<file path="src/rtl/onehot_ring_ctr.sv">
// onehot_ring_ctr: one-hot ring sequencer with N positions.
// A single active bit steps up or down one position per advance request.
// The ends either wrap around or saturate. A parallel load moves the bit
// to any position, and status flags report wraps and rejected loads.
//
// Ports:
//   clock     rising-edge clock
//   reset     asynchronous, active-high reset (position returns to START)
//   adv       advance request
//   dir       0 = step up, 1 = step down
//   load      parallel load request (has priority over adv)
//   load_idx  position to load
//   Q         registered one-hot position
//   idx       registered binary position, always consistent with Q
//   wrap      one-cycle pulse: the last update crossed an end
//   at_end    combinational: at the end in the current direction
//   load_err  one-cycle pulse: the last load index was out of range
module onehot_ring_ctr #(
  parameter int N     = 8,
  parameter int START = 0,
  parameter bit WRAP  = 1'b1,
  localparam int IW   = (N > 2) ? $clog2(N) : 1
) (
  input  logic          clock,
  input  logic          reset,
  input  logic          adv,
  input  logic          dir,
  input  logic          load,
  input  logic [IW-1:0] load_idx,
  output logic [N-1:0]  Q,
  output logic [IW-1:0] idx,
  output logic          wrap,
  output logic          at_end,
  output logic          load_err
);

  if (N < 2 || N > 32) begin : g_bad_n
    $fatal(1, "onehot_ring_ctr: N=%0d outside 2..32", N);
  end
  if (START < 0 || START >= N) begin : g_bad_start
    $fatal(1, "onehot_ring_ctr: START=%0d outside 0..N-1", START);
  end

  localparam logic [IW-1:0] LAST  = IW'(N - 1);
  localparam logic [IW-1:0] FIRST = '0;
  localparam logic [IW-1:0] ONE   = IW'(1);
  localparam logic [IW-1:0] RST_I = IW'(START);
  localparam logic [IW:0]   NW    = (IW+1)'(N);
  localparam logic [N-1:0]  RST_Q = {{(N-1){1'b0}}, 1'b1} << START;

  logic [IW-1:0] idx_nxt;
  logic [N-1:0]  q_nxt;
  logic          wrap_nxt;
  logic          err_nxt;

  // Next position. Load beats advance; a rejected load still blocks adv.
  always_comb begin
    idx_nxt  = idx;
    wrap_nxt = 1'b0;
    err_nxt  = 1'b0;
    if (load) begin
      if ({1'b0, load_idx} < NW) idx_nxt = load_idx;
      else                       err_nxt = 1'b1;
    end else if (adv) begin
      if (!dir) begin
        if (idx != LAST)  idx_nxt = idx + ONE;
        else if (WRAP) begin
          idx_nxt  = FIRST;
          wrap_nxt = 1'b1;
        end
      end else begin
        if (idx != FIRST) idx_nxt = idx - ONE;
        else if (WRAP) begin
          idx_nxt  = LAST;
          wrap_nxt = 1'b1;
        end
      end
    end
  end

  // Q is decoded from the next index, so both registers always load from
  // the same source and can never disagree.
  for (genvar k = 0; k < N; k++) begin : g_dec
    assign q_nxt[k] = (idx_nxt == IW'(k));
  end

  always_ff @(posedge clock or posedge reset) begin
    if (reset) begin
      idx      <= RST_I;
      Q        <= RST_Q;
      wrap     <= 1'b0;
      load_err <= 1'b0;
    end else begin
      idx      <= idx_nxt;
      Q        <= q_nxt;
      wrap     <= wrap_nxt;
      load_err <= err_nxt;
    end
  end

  assign at_end = dir ? (idx == FIRST) : (idx == LAST);

endmodule
</file>
<file path="config.mk">
export PLATFORM = sky130hd
export DESIGN_NAME = onehot_ring_ctr
export DESIGN_NICKNAME = d
export VERILOG_FILES = /design/src/rtl/onehot_ring_ctr.sv
export SDC_FILE = /design/constraint.sdc
export NUM_CORES = 1
export LEC_CHECK = 0
export BUFFER_PORTS_ARGS = -buffer_cell sky130_fd_sc_hd__buf_2
export CAP_MARGIN = 0
export CORE_AREA = 8 8 45 47
export CTS_CLUSTER_DIAMETER = 50
export DETAILED_ROUTE_END_ITERATION = 16
export DIE_AREA = 0 0 53 55
export PLACE_DENSITY = 0.79
export SLEW_MARGIN = 25
export SYNTH_ARGS = -nofsm -noshare
export SYNTH_HDL_FRONTEND = slang
export SYNTH_SLANG_ARGS = --single-unit
</file>
<file path="constraint.sdc">
create_clock -name clock -period 4 [get_ports clock]
set_input_delay 0.2 -clock clock [delete_from_list [all_inputs] [get_ports clock]]
set_output_delay 0.2 -clock clock [all_outputs]
set_load 0.03 [all_outputs]
</file>
==> impl_metrics.yaml <==
drt:
  post_drt_via_cell_ratio: 4.99
  post-route-drc-count: 0
  drt_pre_antenna_iters: 4
  route.vias.total: 494
  detail_route.iter0.violations: 2
  post_drt_wl_per_cell_um: 12.3
  antenna_left: 0
  drt-total-wl_mm: 1.22
pwr:
  ir_worst_vdd_v: 0.000187
  p_per_area_nw_per_um2: 426
  p_leak_uw: 0.000432
flow_run:
  drv_cap: 0
floorplan:
  floorplan.die.width_um: 53
  design.die.area_sq_um: 2920
  placeableCoreArea_sq_um: 1380
  die_height_um: 55
  starting_density: 0.449
  floorplan.rows: 14
  boundaryPins: 22
finish:
  top_library_cells_by_usage_in_the_layout_fill_and_taps_aside: "buf_2, dfrtp_1, inv_1, nor2_1"
  fillCellCount: 133
  design.final.nets: 96
  areaGrowthSynthToFinish_pct: 24.1
  final_common_cell: "buf_2"
  antenna_cells: 0
  layout-drive-gt1-share: 0.361
worst_setup_path:
  slowest_stage: "dfrtp_1"
  setup.worst_path.start_class: "flip-flop"
  worstSetupEndpointType: "flip-flop"
  critical_path_required_ns: 4.20
  crit_fanout: 5
  timing.critical_path.buf_inv: 2
  critical_path.cell_chain: "inv_1 > ha_1 > or3_1 > a221oi_2 > o31a_4 > inv_4 > nor3_2"
  critical_path_class: "flip-flop to flip-flop"
  worst-endpoint-arrival_ns: 1.92
  max_stage_delay_ns: 0.39
  top_family_by_delay_on_critical_path: "compound AO/OA/AOI/OAI gates"
synthesis:
  yosys_warnings: 0
  avg_synthesized_cell_area_sq_um: 10.2
  yosysSeqAreaShare: 0.485
  netlist_instances: 61
  yosys_top_cell_by_area: "dfrtp_1"
  mappedNetlistArea_sq_um: 622
  post_synth_main_area_contributors: "dfrtp_1, ha_1, dfstp_2, inv_1, nor2_1"
  post_synth_edffs: 0
  yosysUniqueCellTypes: 29
  async_flop_share: 1.00
  postSynthNetCount: 73
  yosysTopAreaCellShare: 0.443
  yosys_most_used_dff: "dfrtp_1"
  ys_seq_elements: 12
sta:
  finalSetupTns_ns: 0
  grt_setup_unrepaired: "false"
  clock.fmax_ghz: 0.579
  post-route-worst-setup-slack_ns: 2.27
  report.final.setup_viol: 0
  final_report_max_slew_violation_count: 0
  final_hold_viol_count: 0
  finalWorstPathRequiredPeriod_ns: 1.73
  hold-worst-slack_ns: 0.226
  period_share: 0.432
  worst_clock_skew_ns: 0.000851
placed_design:
  placement.io_buffers: 20
  pre_cts_ws_ns: 2.27
  dp_hpwl_um: 975
  routabilityCongestion: 0.810
global_routing:
  grt_util_all_layers: 0.0841
  largest_net_degree_at_the_start_of_global_routing: 13
  overflow: 0
  grt_antenna_before_repair: 0
  grt_pass1_wl_mm: 1.84
  number_of_global_route_vias_before_repair: 491
clocking:
  worstSkewPairLatency_ns: 0.27
  clock_pin_slew_on_the_worst_setup_and_hold_paths_ns: 0.07
  cts_tree: "built"
  htree_levels: 1
  cts_resized: 0
  root_buffer: "clkbuf_4"
  cts_inserted_buffers: 3
  clockBufferDepth: 2
  cts.sinks: 12
worst_hold_path:
  hold_path.class: "input pin to flip-flop"
run_status:
  run_status: "finished, final reports clean"
-- cells by family (layout without fill, tap and decap cells) --
| kind of cell | Yosys count | in the layout | share of synthesized area |
|---|---|---|---|
| compound gates | 12 | 12 | 0.163 |
| xor+xnor | 1 | 1 | 0.0141 |
| fa+ha+maj | 4 | 4 | 0.0805 |
| buf+inv | 11 | 33 | 0.0785 |
| flops | 12 | 12 | 0.485 |
| other cells | 1 | 1 | 0.00603 |
| simple gates | 20 | 20 | 0.173 |
-- worst register-to-register path, delay by kind of cell (launching register included) --
family,cells,cell delay [ns]
AOI/OAI and AO/OA,2,0.48
and+or+nand+nor,2,0.46
adders and majority gates,1,0.20
DFF,1,0.39
buffers and inverters,2,0.13
-- sequential cells by signal (all words and copies together) (netlist names) --
signal	flops
Q	8
idx	3
wrap	1
-- Yosys cell counts (all sizes together) (2+ instances only) --
library cell,n
dfrtp,11
inv,8
nor2,7
ha,4
nand2,4
nor3,4
a21oi,2
buf,2
o211ai,2
-- layer usage --
metal / wire, um / track usage
met5: 0 / 0
met4: 19 / 0.0388
met3: 117 / 0.0294
met2: 599 / 0.160
met1: 484 / 0.0786
-- final timing paths --
kind | to | start | slack, ns | cells past startpoint
setup reg to reg | Q[3]$_DFF_PP0_ | idx[0]$_DFF_PP0_ | 2.27 | 7
hold reg to reg | Q[5]$_DFF_PP0_ | idx[2]$_DFF_PP0_ | 0.82 | 3
max in group asynchronous | Q[0]$_DFF_PP1_ | reset | 3.21 | 3
setup / recovery | Q[3]$_DFF_PP0_ | idx[0]$_DFF_PP0_ | 2.27 | 7
hold / removal | wrap$_DFF_PP0_ | load | 0.23 | 2
min in group asynchronous | idx[2]$_DFF_PP0_ | reset | 0.46 | 3
-- per-stage QoR --
step / area, sq um / instances / power [uW] / utilization
after floorplan: 622 / 61 / 212 / -
after global placement: 726 / 94 / 235 / 0.524
after detailed placement: 726 / 94 / 236 / 0.524
after CTS: 772 / 99 / 334 / 0.558
after global routing: 772 / 99 / 351 / 0.558
final: 772 / 99 / 329 / 0.558
-- repair_timing --
item / in CTS / in global routing
setup buffers: 0 / 0
endpoints found under the hold margin: 11 / 0
hold buffers: 1 / 0
-- where the power goes --
| part | total [uW] | internal [uW] | leakage [uW] | switching, uW |
|---|---|---|---|---|
| registers | 138 | 133 | 0.000154 | 5.53 |
| clock network | 95.8 | 55.3 | 0.0000210 | 40.5 |
| logic | 95.1 | 31.8 | 0.000257 | 63.3 |
-- area by class of cell --
type                    count  area, sq um  share of cell area
clock buffers               4         36.3              0.0470
inverters                   8         32.5              0.0421
multi-input cells          38          272               0.352
flip-flops and latches     12          302               0.391
well taps                  16         20.0              0.0259
repair buffers             21          110               0.143
Note: power is estimated with default switching activity, not from simulation.
